`src/rtl/adder_pipe.sv`:
```
// Pipelined adder/subtractor: the carry chain is cut into STAGES chunks of
// WIDTH/STAGES bits, one chunk resolved per register stage, with valid/ready flow control.
module adder_pipe #(
  parameter int WIDTH  = 8,
  parameter int STAGES = 2
) (
  input  logic             clk,
  input  logic             rst_n,
  input  logic             in_valid,
  output logic             in_ready,
  input  logic [WIDTH-1:0] in1,
  input  logic [WIDTH-1:0] in2,
  input  logic             sub,
  output logic             out_valid,
  input  logic             out_ready,
  output logic [WIDTH-1:0] out,
  output logic             carry,
  output logic             overflow
);

  localparam int CW = WIDTH / STAGES;

  logic             w_en;
  logic [WIDTH-1:0] w_b_cond;

  // The whole pipe advances as one; a full output register blocks everything behind it.
  assign w_en     = !out_valid || out_ready;
  assign in_ready = w_en;
  assign w_b_cond = sub ? ~in2 : in2;

  genvar k;
  generate
    for (k = 0; k < STAGES; k++) begin : g_stage
      // Operand bits still to be summed on entry, and result bits known on exit.
      localparam int REM  = WIDTH - k * CW;
      localparam int DONE = (k + 1) * CW;

      logic [REM-1:0]  w_a;
      logic [REM-1:0]  w_b;
      logic            w_cin;
      logic            w_vin;
      logic [CW:0]     w_sum;
      logic [DONE-1:0] w_res_next;
      logic            r_vld;
      logic            r_cy;
      logic [DONE-1:0] r_res;

      if (k == 0) begin : g_head
        assign w_a        = in1;
        assign w_b        = w_b_cond;
        assign w_cin      = sub;
        assign w_vin      = in_valid;
        assign w_res_next = w_sum[CW-1:0];
      end else begin : g_body
        assign w_a        = g_stage[k-1].g_pass.r_a;
        assign w_b        = g_stage[k-1].g_pass.r_b;
        assign w_cin      = g_stage[k-1].r_cy;
        assign w_vin      = g_stage[k-1].r_vld;
        assign w_res_next = {w_sum[CW-1:0], g_stage[k-1].r_res};
      end

      assign w_sum = {1'b0, w_a[CW-1:0]} + {1'b0, w_b[CW-1:0]} + {{CW{1'b0}}, w_cin};

      // Stage occupancy: bubbles are shifted in like data, never squeezed out.
      always_ff @(posedge clk or negedge rst_n) begin
        if (!rst_n) begin
          r_vld <= 1'b0;
        end else if (w_en) begin
          r_vld <= w_vin;
        end else begin
          r_vld <= r_vld;
        end
      end

      // Chunk sum and carry; data only moves with a valid entry so outputs never go X.
      always_ff @(posedge clk or negedge rst_n) begin
        if (!rst_n) begin
          r_cy  <= 1'b0;
          r_res <= '0;
        end else if (w_en && w_vin) begin
          r_cy  <= w_sum[CW];
          r_res <= w_res_next;
        end else begin
          r_cy  <= r_cy;
          r_res <= r_res;
        end
      end

      if (k < STAGES - 1) begin : g_pass
        logic [REM-CW-1:0] r_a;
        logic [REM-CW-1:0] r_b;

        // Unconsumed operand chunks ride along, shifted so the next chunk sits at bit 0.
        always_ff @(posedge clk or negedge rst_n) begin
          if (!rst_n) begin
            r_a <= '0;
            r_b <= '0;
          end else if (w_en && w_vin) begin
            r_a <= w_a[REM-1:CW];
            r_b <= w_b[REM-1:CW];
          end else begin
            r_a <= r_a;
            r_b <= r_b;
          end
        end
      end

      if (k == STAGES - 1) begin : g_tail
        logic r_ovf;

        // Carry into the MSB is recovered as a ^ b ^ sum at the top bit.
        always_ff @(posedge clk or negedge rst_n) begin
          if (!rst_n) begin
            r_ovf <= 1'b0;
          end else if (w_en && w_vin) begin
            r_ovf <= w_sum[CW] ^ w_a[CW-1] ^ w_b[CW-1] ^ w_sum[CW-1];
          end else begin
            r_ovf <= r_ovf;
          end
        end
      end
    end
  endgenerate

  assign out_valid = g_stage[STAGES-1].r_vld;
  assign out       = g_stage[STAGES-1].r_res;
  assign carry     = g_stage[STAGES-1].r_cy;
  assign overflow  = g_stage[STAGES-1].g_tail.r_ovf;

endmodule
```
`config.mk`:
```
export PLATFORM = sky130hd
export DESIGN_NAME = adder_pipe
export DESIGN_NICKNAME = d
export VERILOG_FILES = /design/src/rtl/adder_pipe.sv
export SDC_FILE = /design/constraint.sdc
export NUM_CORES = 1
export LEC_CHECK = 0
export CAP_MARGIN = 40
export CORE_MARGIN = 2
export CORE_UTILIZATION = 43
export DETAILED_ROUTE_END_ITERATION = 7
export PLACE_DENSITY = 0.82
export REMOVE_ABC_BUFFERS = 1
export SLEW_MARGIN = 20
export SYNTH_ARGS = -nofsm -noshare
export SYNTH_HDL_FRONTEND = slang
export SYNTH_SLANG_ARGS = --single-unit
```
`constraint.sdc`:
```
create_clock -name clk -period 1.77 [get_ports clk]
set_input_delay 0.354 -clock clk [delete_from_list [all_inputs] [get_ports clk]]
set_output_delay 0.354 -clock clk [all_outputs]
set_load 0.01 [all_outputs]
```
==> results.cfg <==
[status]
run_status = completed

[pwr]
leakagePower_nw = 0.792
power.switching_uw = 634
clkPwrFrac_pct = 12.1
switching_share_pct = 31.4
seq_power_share_pct = 42.0
power.density_nw_per_um2 = 1150
combPwrFrac_pct = 45.9
worst_ir_drop_vdd_uv = 708
power.internal_mw = 1.39

[setup_path]
crit_chain = fa_2 > inv_2 > fa_2 > nand2b_4 > a21oi_4 > xnor2_2 > xnor2_1 > o21ai_1
path_class = reg2reg
path_buf_inv = 1
setup.worst_path.start_class = flip-flop
crit_top_cell = fa_2
crit_slowest_cell = dfrtp_1
cpLargestDelayFamily = adder cells
slowest_delay_ps = 410
required_ps = 1980
cp.arrival_ps = 1970
cp-end-kind = flip-flop
cp_max_fo = 2

[yosys]
synth.area.mux_share_pct = 11.9
synth_area_per_cell_um2 = 11.8
synth_cell_type_count = 19
synth-xor-area-share_pct = 10.4
synth_simple_gate_area_share_pct = 5.75
ys_ff_latch = 25
syn_area_um2 = 1260
synthAdderAreaFrac_pct = 10.7
synth_top_family_by_area = multiplexers
seq_area_frac_synth_pct = 49.6
yosys_warnings = 0
synth-compound-area-share_pct = 8.43
netlist_instances = 107

[cts]
clk_latency_ps = 310
cts_buffers = 3
cts_tree = done
clock_path_buffers = 2
clk_pin_slew_worst_paths_ps = 130
htree_num_levels = 1
clock-root-buffer = clkbuf_4
cts.sinks = 25

[drt]
dr.pass1.iters = 4
routed_wirelength_um = 2270
wl_met1_um = 941
route.met2.wl_um = 1220
vias_per_cell = 4.87
routed-via-count = 891
wl_met3_um = 82
top_layer = met4
postRouteAntennaNets = 0
wire_per_inst_um = 12.4
drc = 0
drt_iter0_drc = 12

[floorplan]
initial_utilization_pct = 45.3
io_pins = 33
rows = 19
die_w_um = 58.2
coreArea_um2 = 2780
die_area_um2 = 3380
die_h_um = 58.2

[sta]
min_period_ps = 1770
setup_viol_count_final = 0
rsz0062_at_grt = true
finalHoldViolations = 0
timing.fmax_mhz = 566
slew_headroom_pct = 78.5
slew_viol_final = 0
fin_ws_ps = 3.50
timing.hold.ws_ps = 382
tightest_slew_ps = 322
finalCritPeriodShare_pct = 99.8
finalClockSkew_ps = 8.10

[grt]
grt_pass1_vias = 922
grt-ovfl-total = 0
grt_max_degree = 26
grt.total_usage_pct = 15.3
grt_pass1_wl_um = 3880
grt_antenna_before_repair = 0

[place]
gp_congestion = 0.730
port_buffers = 32
post-place-ws_ps = -476
dpl.hpwl_um = 1850

[run]
drv_cap = 0

[hold_path]
holdCritPathClass = in2async

[cells_and_area]
post_route_cells_drive_above_1_share_pct = 25.0
layout.nets = 183
areaGrowthSynthToFinish_pct = 39.4
num_antenna_cells = 0
-- cells in the final DEF, fill, tap and decap left out --
cell type and count:
a21o_1 3, a21oi_1 3, a21oi_2 1, a21oi_4 1, buf_4 13, clkbuf_1 1
clkbuf_4 3, clkdlybuf4s50_1 30, dfrtp_1 25, dlygate4sd2_1 2, fa_2 3, ha_1 6
inv_1 3, inv_2 1, mux2_2 12, mux2_4 1, nand2_1 13, nand2b_1 1
nand2b_4 1, nor2_1 3, o21ai_0 9, o21ai_1 2, xnor2_1 8, xnor2_2 1
xor2_1 5, xor2_2 1
-- registers in the layout, indices dropped and copies added (netlist names) --
signal / count
out_valid: 1
g_stage.r_res: 4
g_stage.g_pass.r_a: 4
g_stage.g_pass.r_b: 4
g_stage.r_cy: 1
carry: 1
out: 8
overflow: 1
g_stage.r_vld: 1
-- stage by stage --
| stage | power [mW] | TNS, ps | std cells | area, um2 | utilization [%] |
|---|---|---|---|---|---|
| after floorplan | 1.30 | 0 | 103 | 1240 | - |
| after global placement | 1.69 | -1170 | 178 | 1690 | 60.6 |
| after detailed placement | 1.74 | -1700 | 178 | 1690 | 60.6 |
| after CTS | 2.02 | -62.3 | 183 | 1740 | 62.6 |
| after global routing | 2.17 | -76.0 | 183 | 1760 | 63.2 |
| final | 2.02 | 0 | 183 | 1760 | 63.2 |
-- synth_stat cells --
| cell type | count | area share (%) |
|---|---|---|
| a21o_1 | 3 | 1.8 |
| a21oi_1 | 4 | 1.6 |
| a21oi_2 | 1 | 0.69 |
| buf_2 | 2 | 0.79 |
| buf_6 | 1 | 0.89 |
| clkbuf_1 | 1 | 0.30 |
| dfrtp_1 | 25 | 50 |
| fa_1 | 3 | 4.8 |
| ha_1 | 6 | 6.0 |
| inv_1 | 4 | 1.2 |
| mux2_2 | 12 | 11 |
| mux2_4 | 1 | 1.2 |
| nand2_1 | 13 | 3.9 |
| nand2b_1 | 2 | 0.99 |
| nor2_1 | 3 | 0.89 |
| o21ai_0 | 10 | 4.0 |
| o21ai_1 | 1 | 0.40 |
| xnor2_1 | 9 | 6.3 |
| xor2_1 | 6 | 4.2 |
-- timing repair --
item / in CTS / in global routing
pin swaps: 5 / 3
cloned: 0 / 0
gates resized for setup: 9 / 3
setup endpoints to repair: 3 / 2
hold buffers: 0 / 0
setup buffers: 1 / 0
-- power by group through the flow --
stage	Sequential [mW]	Combinational, mW	Clock [mW]
3_3_place_gp	0.854	0.834	0
4_1_cts	0.853	0.908	0.258
2_1_floorplan	0.900	0.400	0
5_1_grt	0.874	1.01	0.278
3_5_place_dp	0.865	0.874	0
6_report	0.850	0.928	0.244
-- path summary, 6_finish.rpt --
kind,startpoint,endpoint,slack [ps],cells after the start
worst min register to register,g_stage[0].r_vld,out_valid,480,2
worst max-delay path,g_stage[0].g_pass.r_b[0],overflow,4,8
max in group asynchronous,rst_n,g_stage[0].r_vld,1140,2
worst min-delay path,rst_n,carry,380,2
worst max register to register,g_stage[0].g_pass.r_b[0],overflow,4,8
min in group clk,g_stage[0].r_vld,out_valid,480,2
-- area by class of cell --
cell class	count	area, um2
fill	240	1020
multi-input combinational	74	637
sequential	25	626
timing repair buffer	45	415
tap	31	38.8
clock buffer	4	26.3
inverter	4	15.0
-- logic make-up (layout without fill, tap and decap cells) --
family | Yosys count | after routing
multiplexers | 13 | 13
flip-flops | 25 | 25
adder cells (fa/ha/maj) | 9 | 9
AND/OR/NAND/NOR | 18 | 18
AO/OA/AOI/OAI | 19 | 19
buffers and inverters | 8 | 53
XOR/XNOR | 15 | 15
-- routing by layer --
layer  vias up  global-route usage (%)
li1        446                       -
met4         0                    5.98
met2        23                    28.6
met3         2                    1.56
met1       420                    18.0
met5         -                       0
No activity file was read; power rests on OpenSTA's default activity.
